$ cat src/rtl/adxl345_level_display.sv
// Selects one accelerometer axis, smooths it with a power-of-two moving average
// and shows the resulting signed tilt level (-4..+4) on a centre-zero 8-LED bar.
module adxl345_level_display #(
    parameter int AVG_LOG2 = 2,
    parameter int SHIFT    = 5
) (
    input  logic        clk,
    input  logic        reset_n,
    input  logic        sample_valid,
    input  logic [15:0] x_data,
    input  logic [15:0] y_data,
    input  logic [15:0] z_data,
    input  logic [2:0]  SW,
    output logic [7:0]  led_8bitOutput,
    output logic [3:0]  level,
    output logic        level_valid
);

    localparam int DEPTH  = 1 << AVG_LOG2;
    localparam int ACC_W  = 16 + AVG_LOG2;
    localparam int FILL_W = AVG_LOG2 + 1;

    logic [2:0]                sw_meta;
    logic [2:0]                sw_sync;
    logic [2:0]                sw_prev;
    logic signed [15:0]        ring [DEPTH];
    logic signed [ACC_W-1:0]   acc;
    logic signed [ACC_W-1:0]   acc_next;
    logic [AVG_LOG2-1:0]       wptr;
    logic [FILL_W-1:0]         fill;
    logic                      qual_d;
    logic                      flush;
    logic                      sel_valid;
    logic                      accept;
    logic                      window_full_next;
    logic signed [15:0]        sel_data;
    logic signed [15:0]        oldest;
    logic signed [15:0]        avg;
    logic signed [15:0]        raw;
    logic signed [3:0]         level_calc;

    // Centre-zero bar: positive levels grow upward from led[4], negative downward from led[3].
    function automatic logic [7:0] bar_of(input logic signed [3:0] lv);
        logic [7:0] b;
        int         n;
        b = 8'h00;
        n = int'(lv);
        for (int i = 0; i < 4; i++) begin
            if (n > i)  b[4+i] = 1'b1;
            if (n < -i) b[3-i] = 1'b1;
        end
        return b;
    endfunction

    always_ff @(posedge clk or negedge reset_n) begin
        if (!reset_n) begin
            sw_meta <= 3'b000;
            sw_sync <= 3'b000;
            sw_prev <= 3'b000;
        end else begin
            sw_meta <= SW;
            sw_sync <= sw_meta;
            sw_prev <= sw_sync;
        end
    end

    assign flush     = (sw_sync != sw_prev);
    assign sel_valid = (sw_sync == 3'b001) || (sw_sync == 3'b010) || (sw_sync == 3'b100);
    assign accept    = sample_valid && sel_valid && !flush;

    always_comb begin
        sel_data = 16'sd0;
        case (sw_sync)
            3'b001:  sel_data = x_data;
            3'b010:  sel_data = y_data;
            3'b100:  sel_data = z_data;
            default: sel_data = 16'sd0;
        endcase
    end

    // While the window is still filling there is no oldest entry to retire.
    assign oldest           = (fill == FILL_W'(DEPTH)) ? ring[wptr] : 16'sd0;
    assign acc_next         = acc + {{AVG_LOG2{sel_data[15]}}, sel_data}
                                  - {{AVG_LOG2{oldest[15]}}, oldest};
    assign window_full_next = (fill >= FILL_W'(DEPTH - 1));

    always_ff @(posedge clk or negedge reset_n) begin
        if (!reset_n) begin
            for (int i = 0; i < DEPTH; i++) ring[i] <= 16'sd0;
            acc    <= '0;
            wptr   <= '0;
            fill   <= '0;
            qual_d <= 1'b0;
        end else if (flush) begin
            for (int i = 0; i < DEPTH; i++) ring[i] <= 16'sd0;
            acc    <= '0;
            wptr   <= '0;
            fill   <= '0;
            qual_d <= 1'b0;
        end else begin
            qual_d <= accept && window_full_next;
            if (accept) begin
                ring[wptr] <= sel_data;
                acc        <= acc_next;
                wptr       <= wptr + AVG_LOG2'(1);
                if (fill != FILL_W'(DEPTH)) fill <= fill + FILL_W'(1);
            end
        end
    end

    assign avg = 16'(acc >>> AVG_LOG2);
    assign raw = avg >>> SHIFT;

    always_comb begin
        level_calc = raw[3:0];
        if (raw > 16'sd4)       level_calc = 4'sd4;
        else if (raw < -16'sd4) level_calc = -4'sd4;
    end

    // Stage 2 reads the accumulator left behind by the previous accepted sample.
    always_ff @(posedge clk or negedge reset_n) begin
        if (!reset_n) begin
            led_8bitOutput <= 8'h00;
            level          <= 4'h0;
            level_valid    <= 1'b0;
        end else if (flush) begin
            led_8bitOutput <= 8'h00;
            level          <= 4'h0;
            level_valid    <= 1'b0;
        end else if (!sel_valid) begin
            led_8bitOutput <= 8'h81;
            level          <= 4'h0;
            level_valid    <= 1'b0;
        end else if (qual_d) begin
            led_8bitOutput <= bar_of(level_calc);
            level          <= level_calc;
            level_valid    <= 1'b1;
        end else begin
            level_valid    <= 1'b0;
        end
    end

endmodule

$ cat config.mk
export PLATFORM = sky130hd
export DESIGN_NAME = adxl345_level_display
export DESIGN_NICKNAME = d
export VERILOG_FILES = /design/src/rtl/adxl345_level_display.sv
export SDC_FILE = /design/constraint.sdc
export NUM_CORES = 1
export LEC_CHECK = 0
export BUFFER_PORTS_ARGS = -buffer_cell sky130_fd_sc_hd__buf_4
export CORE_UTILIZATION = 30
export CTS_CLUSTER_SIZE = 24
export DETAILED_ROUTE_END_ITERATION = 10
export REMOVE_ABC_BUFFERS = 1
export SYNTH_ARGS = -nofsm -noshare
export SYNTH_HDL_FRONTEND = slang
export SYNTH_SLANG_ARGS = --single-unit
$ cat constraint.sdc
create_clock -name clk -period 7.7 [get_ports clk]
set_input_delay 0.77 -clock clk [delete_from_list [all_inputs] [get_ports clk]]
set_output_delay 0.77 -clock clk [all_outputs]
set_load 0.05 [all_outputs]
==> impl_metrics.tcl, run 1 <==
set metrics [dict create \
    vdd_drop_max_mv 0.1214 \
    worst-slew-pin-transition_ns 1.298 \
    die_x_um 145.9 \
    numPortBuffers 66 \
    layout-area-overhead-vs-synth_pct 16.40 \
    crit_path_start_kind "flop" \
    max_freq_mhz 220.5 \
    clockRootBuffer "clkbuf_16" \
    wl_mm 15.57 \
    layout.cells.most_common_list "nand2_1, dfrtp_1, o21ai_0, buf_4, a21oi_1" \
    synth_enable_flop_cells 0 \
    final_util_pct 35.72 \
    post_synthesis_cells 633 \
    postSynthRegisterBits 109 \
    run_status "finished clean" \
    synth.area.top_cells "dfrtp_1, nand2_1, o21ai_0, fa_1, ha_1" \
    numClockSinks 109 \
    start_util_pct 30.68 \
    groute.usage.overall_pct 15.46 \
    cts.htree.levels 3 \
    top_ff_cell_synth "dfrtp_1" \
    ys.warnings.count 0 \
    path_clk_slew_ns 0.07 \
    synth_top_area_share_pct 43.93 \
    clock_latency_on_the_worst_skew_pair_ns 0.36 \
    dieArea_um2 21270 \
    worst_hold_path_class "in2async" \
    setup_skew_after_layout_ns 0.008694 \
    cap_viol_max_count 0 \
    endpoint_kind "flop" \
    grt_first_pass_wirelength_mm 26.01 \
    hold_buffers 0 \
    slew_violations 0 \
    vias 4779 \
    finalSetupViolations 0 \
    boundaryPins 67 \
    detailedRoute.firstPassIterationCount 4 \
    netlist-cell-type-count 55 \
    postRouteAntennaNets 0 \
    place.detailed.hpwl_mm 11.07 \
    design.core.area_um2 20230 \
    critical_path_peak_fanout 16 \
    first_global_vias 4877 \
    yosysSeqAreaShare_pct 43.93 \
    fin_crit_sh_pct 58.90 \
    hold_viol 0 \
    synthesis.area_per_instance_um2 9.808 \
    synthesis.area_um2 6208 \
    post-route-min-period_ns 4.536 \
    cts_inserted_buffers 9 \
    nNetsFinal 779 \
    cts_post_setup_buffers_inserted 0 \
    wp_data_required_ns 7.98 \
    globalRouteOverflowTotal 0 \
    synth_async_sr_flop_share_pct 100.0 \
    leakage_power_total_nw 3.275 \
    postCtsResizedCells 0 \
    wl_per_cell_um 16.27 \
    worst-endpoint-arrival_ns 4.82 \
    final_common_cell "nand2_1" \
    drt_first_iter_violations 348 \
    max_slew_margin_pct 13.26 \
    grt_setup_unrepaired "false" \
    grt_antenna_before_repair 0 \
    yosys.area.top_type "dfrtp_1" \
    fraction_of_final_layout_cells_sized_beyond_drive_strength_1_pct 15.72 \
    avgViaCountPerCell 4.994 \
    gpl.final_weighted_congestion 0.8521 \
    dieHeight_um 145.9 \
    cts_tree "yes" \
    ant_cells 0 \
    floorplan.rows 52 \
    setup_total_negative_slack_ns 0 \
    critical_path_class "reg2reg" \
    total_power_mw 1.309 \
    post-route-drc-count 0 \
    clockBufferDepth 2 \
    pin_count_of_the_biggest_net_entering_global_routing 82 \
    power_per_unit_of_standard_cell_area_nw_per_um2 181.1 \
]
==> power breakdown <==
part           leakage [nW]  switching, mW  total [mW]  internal [mW]
combinational          1.63          0.152       0.255          0.103
clock                 0.142          0.213       0.468          0.254
sequential             1.50        0.00813       0.586          0.578
total                  3.28          0.374        1.31          0.935
==> kinds of logic (layout without fill, tap and decap cells) <==
kind of cell | Yosys count | count (layout) | share of synthesized area (%)
AND/OR/NAND/NOR | 206 | 206 | 14.89
AO/OA/AOI/OAI | 180 | 180 | 17.61
flip-flops | 109 | 109 | 43.93
buffers and inverters | 60 | 114 | 4.010
adder cells (fa/ha/maj) | 42 | 42 | 10.52
XOR/XNOR | 18 | 18 | 2.539
multiplexers | 18 | 18 | 6.489
==> final cells by class <==
cell class | count | area [um^2]
fill | 2049 | 13010
multi-input combinational | 464 | 3232
sequential | 109 | 2728
timing repair buffer | 71 | 533.0
tap | 270 | 337.8
clock buffer | 11 | 232.7
inverter | 28 | 105.1
clock inverter | 4 | 58.81
==> per-layer routing <==
layer	track usage [%]	wire length (um)	vias up
li1	-	-	2319
met1	21.87	7573	2340
met2	24.21	7028	111
met3	2.821	804	9
met4	4.211	161	0
met5	0	0	-
==> worst paths after layout <==
| check | endpoint | from | cells past startpoint | slack (ns) |
|---|---|---|---|---|
| min in group clk | sw_sync[2] | sw_meta[2] | 0 | 0.35 |
| min reg2reg | sw_sync[2] | sw_meta[2] | 0 | 0.35 |
| max in group asynchronous | ring[5] | reset_n | 2 | 5.98 |
| max | acc[17] | sw_sync[1] | 14 | 3.16 |
| min | led_8bitOutput[2] | reset_n | 1 | 0.33 |
| max reg2reg | acc[17] | sw_sync[1] | 14 | 3.16 |
==> flip-flops by register name, indices dropped and copies added, names as in the netlist <==
signal / flops
level: 3
qual_d: 1
wptr: 2
acc: 18
fill: 3
level_valid: 1
sw_prev: 3
ring: 64
sw_meta: 3
sw_sync: 3
led_8bitOutput: 8
==> metrics by stage <==
step           instance area (um^2)  setup slack (ns)  hold WS [ns]  instances
6_report                       7227             3.164        0.3342        957
5_1_grt                        7227             2.737        0.3557        957
4_1_cts                        7227             3.089        0.3422        957
3_5_place_dp                   6935             3.117        0.3362        942
3_3_place_gp                   6935             3.187        0.3330        942
2_1_floorplan                  6065             3.653        0.3312        601
==> cell usage after synthesis (2+ instances only) <==
cell type    n
dfrtp_1    109
buf_1        3
o211ai_1     2
xnor2_1     14
a21o_1       9
mux4_2      10
a211o_1      2
fa_1        17
o21bai_1     2
a21oi_1     43
nor2_1      34
nand3_1     15
o21ai_1      3
buf_6        2
nand2_1    112
or2_2        2
nand2_2      2
nor4bb_1     2
o21a_1       2
or3_1        2
xor2_1       4
a22o_1       5
and2_1       4
nand2b_1     5
mux4_1       6
nor2b_1      6
o31ai_1      5
or4_1        2
nand4_1      6
inv_1       28
ha_1        25
a31oi_1      5
mux2i_1      2
a22oi_1     15
nor4_1       3
buf_2        4
o21ai_0     75
clkbuf_1    22
nor3_1       5
a21oi_2      4
==> worst max-delay path, cell delays in order, from the launching register on <==
cell and delay (ns):
dfrtp_1 0.49, nor2b_1 1.05, a22oi_1 0.14, nor2_1 0.15
a21oi_1 0.11, inv_1 0.11, fa_1 0.42, ha_1 0.42
nand4_1 0.15, or2_2 0.29, o31ai_1 0.40, a221oi_2 0.13
xnor2_1 0.15, or3_1 0.31, a21oi_1 0.14
Note: power is estimated with default switching activity, not from simulation.
==> run 2: changes to the inputs <==
Clock period 7.7 ns to 4.1 ns, I/O delays scaled along.
==> run 2 against run 1 <==
Via count increased by 1.2%; worst hold slack lost 0.18 ns; first-iteration DRC count fell by 36%; clock power grew 98%; final area grew 2.6%; routed wire length grew 1.9%; final cell count is 1.7% higher; global-route usage is 0.36 points higher; worst setup slack got worse by 3.0 ns; total power grew 93%; critical path type unchanged; highest routed layer unchanged.
==> impl_metrics.tcl, run 2 (synthesis gave the netlist of run 1 again) <==
set metrics [dict create \
    whs_path_depth 1 \
    vias 4834 \
    max_freq_mhz 257.3 \
    globalRouteOverflowTotal 0 \
    floorplan.rows 52 \
    fill_cells 2070 \
    pin_count_of_the_biggest_net_entering_global_routing 73 \
    wl_mm 15.87 \
    layout.cells.most_common_list "nand2_1, dfrtp_1, buf_4, o21ai_0, a21oi_1" \
    final_critical_path_setup_slack_ns 0.2136 \
    setup_total_negative_slack_ns 0 \
    final_common_cell "nand2_1" \
    layout-area-overhead-vs-synth_pct 19.49 \
    critical-path-max-stage-delay_ns 0.47 \
    post-route-drc-count 0 \
    endpoint_kind "flop" \
    worst-endpoint-arrival_ns 4.17 \
    grt_setup_unrepaired "false" \
    groute.usage.overall_pct 15.81 \
    worst-slew-pin-transition_ns 1.125 \
    numClockSinks 109 \
    leakage_power_total_nw 3.373 \
    worst_hold_path_class "in2reg" \
    numPortBuffers 66 \
    reg2reg_depth 15 \
    fraction_of_final_layout_cells_sized_beyond_drive_strength_1_pct 18.49 \
    run_status "finished clean" \
    dieArea_um2 21270 \
    worstPathCellList "nor2b_1 -> buf_12 -> a22oi_1 -> nor2_1 -> a21oi_1 -> inv_1 -> fa_1 -> ha_1 -> nand4_1 -> or2_2 -> o31ai_1 -> a221oi_2 -> xnor2_1 -> or3_1 -> a21oi_1" \
    detailedRoute.firstPassIterationCount 4 \
    clock_latency_on_the_worst_skew_pair_ns 0.36 \
    grt_antenna_before_repair 0 \
    dpl_cell_area_um2 7086 \
    timing.critical_path.mode_cell "a21oi_1" \
    clockRootBuffer "clkbuf_16" \
    cts_inserted_buffers 9 \
    wl_per_cell_um 16.31 \
    wp_data_required_ns 4.38 \
    cts_tree "yes" \
    layout_top_registers "ring x64, acc x18, led_8bitOutput x8" \
    final_cells 973 \
    first_global_vias 4750 \
    cts.htree.levels 3 \
    fin_crit_sh_pct 94.79 \
    hold_viol 0 \
    start_util_pct 30.68 \
    gpl.final_weighted_congestion 0.8279 \
    power_per_unit_of_standard_cell_area_nw_per_um2 341.2 \
    path_clk_slew_ns 0.07 \
    boundaryPins 67 \
    postRouteAntennaNets 0 \
    cap_viol_max_count 0 \
    total_power_mw 2.531 \
    clockBufferDepth 2 \
    dp_slack_ns 0.2314 \
    nNetsFinal 794 \
    crit_path_start_kind "flop" \
    hold-worst-slack_ns 0.1568 \
    place.detailed.hpwl_mm 11.53 \
    max_slew_margin_pct 25.00 \
    drt_first_iter_violations 224 \
    design_area_um2 7418 \
    finalSetupViolations 0 \
    dieHeight_um 145.9 \
    final_util_pct 36.66 \
    vdd_drop_max_mv 0.2153 \
    largest_register_by_flop_count "ring" \
    critical_path_peak_fanout 16 \
    critical_path_class "reg2reg" \
    dp.cells 957 \
    ant_cells 0 \
    worst_path_max_delay_cell "fa_1" \
    design.core.area_um2 20230 \
    slew_violations 0 \
    hold_buffers 0 \
    avgViaCountPerCell 4.968 \
    post-route-min-period_ns 3.886 \
    die_x_um 145.9 \
    largest_register_ffs 64 \
    grt_first_pass_wirelength_mm 26.37 \
    setup_skew_after_layout_ns 0.009824 \
]
run 2: cell count changes in the layout (fill, tap and decap cells not counted), moves of 2 or more:
cell,delta
buf_12,+3
clkinv_4,-2
buf_4,+12
a21oi_2,+4
clkbuf_1,-2
a21oi_1,-4
run 2: cell type report:
class                      count  area [um^2]  share of cell area, %
multi-input combinational    464         3247                  43.77
tap                          270        337.8                  4.554
timing repair buffer          86        683.2                  9.209
clock buffer                  10        239.0                  3.221
inverter                      28        105.1                  1.417
clock inverter                 6        78.83                  1.063
sequential                   109         2728                  36.77
run 2: what timing repair did:
action	in CTS	in global routing
resized for setup	0	4
setup buffers	0	0
endpoints found under the setup margin	0	2
run 2: power by group:
group	total (mW)	internal [mW]	switching, mW
logic	0.508	0.208	0.300
registers	1.10	1.08	0.0107
clock network	0.928	0.502	0.426
total	2.53	1.79	0.737
run 2: path summary, 6_finish.rpt:
kind / startpoint / endpoint / slack, ns
worst max-delay path: sw_sync[0] / acc[17] / 0.21
max in group asynchronous: reset_n / ring[9] / 3.04
worst min register to register: sw_meta[2] / sw_sync[2] / 0.35
worst min-delay path: SW[2] / sw_meta[2] / 0.16
min in group asynchronous: reset_n / led_8bitOutput[2] / 0.19
worst max register to register: sw_sync[0] / acc[17] / 0.21
run 2: routing by layer:
metal	up-vias	share of wire, %	track usage (%)
met3	13	5.2	3.636
met2	117	44	23.85
met5	-	0	0
met4	0	1.1	3.316
met1	2346	50	23.06
li1	2358	-	-
run 2: worst max-delay path, delay by kind of cell (launching register included):
kind | cells | cell delay [ns]
AOI/OAI and AO/OA | 5 | 1.19
xor gates and xnor gates | 1 | 0.16
adders and majority gates | 2 | 0.85
buffers and inverters | 2 | 0.27
DFF | 1 | 0.39
and+or+nand+nor | 5 | 0.95
==> run 3: changes to the inputs <==
Settings changed: CORE_MARGIN set to 10, PLACE_DENSITY set to 0.49.
==> run 3 against run 2 <==
Final cell count up 0.10%; core utilization is 0.24 points lower; worst setup slack improved by 0.026 ns; flip-flop and latch count unchanged; final area down 0.34%; clock skew about the same; routed wire length up 9.9%; sequential power is essentially flat; total power is 3.1% lower; clock power down 9.4%; worst hold slack worse by 0.011 ns; critical path type unchanged; critical endpoint unchanged.
==> impl_metrics.tcl, run 3 (synthesis gave the netlist of run 1 again) <==
set metrics [dict create \
    grt_first_pass_wirelength_mm 28.23 \
    vdd_drop_max_mv 0.1970 \
    endpoint_kind "flop" \
    start_util_pct 30.58 \
    design_area_um2 7393 \
    layout_top_registers "ring x64, acc x18, led_8bitOutput x8" \
    dp.cells 957 \
    multi_input_comb_area_um2 3269 \
    clockRootBuffer "clkbuf_16" \
    leakage_power_total_nw 3.368 \
    clockBufferDepth 2 \
    design.core.area_um2 20300 \
    numPortBuffers 66 \
    largest_register_by_flop_count "ring" \
    worst-slew-pin-transition_ns 1.082 \
    top_signal_layer_used "met4" \
    pin_count_of_the_biggest_net_entering_global_routing 61 \
    critical_path_class "reg2reg" \
    dieArea_um2 26850 \
    boundaryPins 67 \
    clock_latency_on_the_worst_skew_pair_ns 0.36 \
    place.detailed.hpwl_mm 12.64 \
    ant_cells 0 \
    avgViaCountPerCell 5.121 \
    wp_data_required_ns 4.38 \
    hold-worst-slack_ns 0.1455 \
    cts_inserted_buffers 9 \
    final_util_pct 36.42 \
    post-route-min-period_ns 3.860 \
    hold_viol 0 \
    detailedRoute.firstPassIterationCount 5 \
    dp_slack_ns 0.1207 \
    critical_path_peak_fanout 6 \
    fin_crit_sh_pct 94.15 \
    wl_per_cell_um 17.89 \
    first_global_vias 5279 \
    grt_setup_unrepaired "false" \
    post-route-drc-count 0 \
    fill_cells 2090 \
    groute.usage.overall_pct 13.26 \
    final_cells 974 \
    worst-endpoint-arrival_ns 4.14 \
    die_x_um 163.9 \
    setup_skew_after_layout_ns 0.01011 \
    layout.cells.most_common_list "nand2_1, dfrtp_1, buf_4, o21ai_0, nor2_1" \
    max_slew_margin_pct 27.84 \
    gpl.final_weighted_congestion 0.8635 \
    floorplan.rows 52 \
    hold_buffers 0 \
    worst_hold_path_class "in2async" \
    dieHeight_um 163.9 \
    cap_viol_max_count 0 \
    wl_met1_mm 8.254 \
    vias 4988 \
    layout-area-overhead-vs-synth_pct 19.09 \
    layout.area.seq_um2 2728 \
    path_clk_slew_ns 0.08 \
    slew_violations 0 \
    globalRouteOverflowTotal 0 \
    wl_mm 17.43 \
    setup_total_negative_slack_ns 0 \
    run_status "finished clean" \
    fraction_of_final_layout_cells_sized_beyond_drive_strength_1_pct 19.46 \
    largest_register_ffs 64 \
    met3_wirelength_um 911 \
    final_critical_path_setup_slack_ns 0.2396 \
    drt_first_iter_violations 381 \
    met2WireLength_mm 8.031 \
    critical_path.reg2reg.startpoint "wptr[0]" \
    cts_tree "yes" \
    crit_path_start_kind "flop" \
    power_per_unit_of_standard_cell_area_nw_per_um2 331.7 \
    cts.htree.levels 3 \
    critPathLaunch "wptr[0]" \
    grt_antenna_before_repair 0 \
    dpl_cell_area_um2 7061 \
    numClockSinks 109 \
    final_common_cell "nand2_1" \
    postRouteAntennaNets 0 \
    nNetsFinal 797 \
    max_freq_mhz 259.0 \
    finalSetupViolations 0 \
    total_power_mw 2.452 \
]
[run 3: cell type report]
| cell class | instances | share of cell area [%] |
|---|---|---|
| Clock buffer | 10 | 3.232 |
| Sequential cell | 109 | 36.89 |
| Timing Repair Buffer | 89 | 9.206 |
| Multi-Input combinational cell | 464 | 44.22 |
| Inverter | 28 | 1.422 |
| Clock inverter | 4 | 0.4569 |
| Tap cell | 270 | 4.569 |
[run 3: critical path: stages (launching register included)]
cell and delay, ns:
dfrtp_1 0.57, mux4_1 0.64, nand2_1 0.13, fa_1 0.43, ha_1 0.36, o211a_1 0.26
a211oi_2 0.30, o31ai_1 0.11, buf_4 0.15, a221oi_2 0.26, xnor2_1 0.13, or3_1 0.31
a21oi_1 0.14
[run 3: repair_timing]
item	in CTS	in global routing
setup buffers	0	3
endpoints found under the hold margin	0	0
endpoints found under the setup margin	0	1
gates resized for setup	0	10
[run 3: worst paths after layout]
| check | end | slack (ns) | depth (start not counted) |
|---|---|---|---|
| setup / recovery | acc[17] | 0.24 | 12 |
| hold / removal | acc[12] | 0.15 | 1 |
| setup reg to reg | acc[17] | 0.24 | 12 |
| hold reg to reg | sw_sync[1] | 0.35 | 0 |
| max in group asynchronous | sw_sync[2] | 3.10 | 2 |
| min in group clk | sw_meta[0] | 0.15 | 1 |
[run 3: layer usage]
layer,vias to the layer above,GRT usage (%)
li1,2350,-
met1,2481,17.54
met2,141,21.30
met3,16,3.079
met4,0,3.656
met5,-,0
[run 3: where the power goes]
group	total [mW]	leakage (nW)	internal, mW	switching (mW)
combinational	0.515	1.73	0.211	0.305
sequential	1.10	1.50	1.08	0.0109
clock	0.841	0.137	0.429	0.412
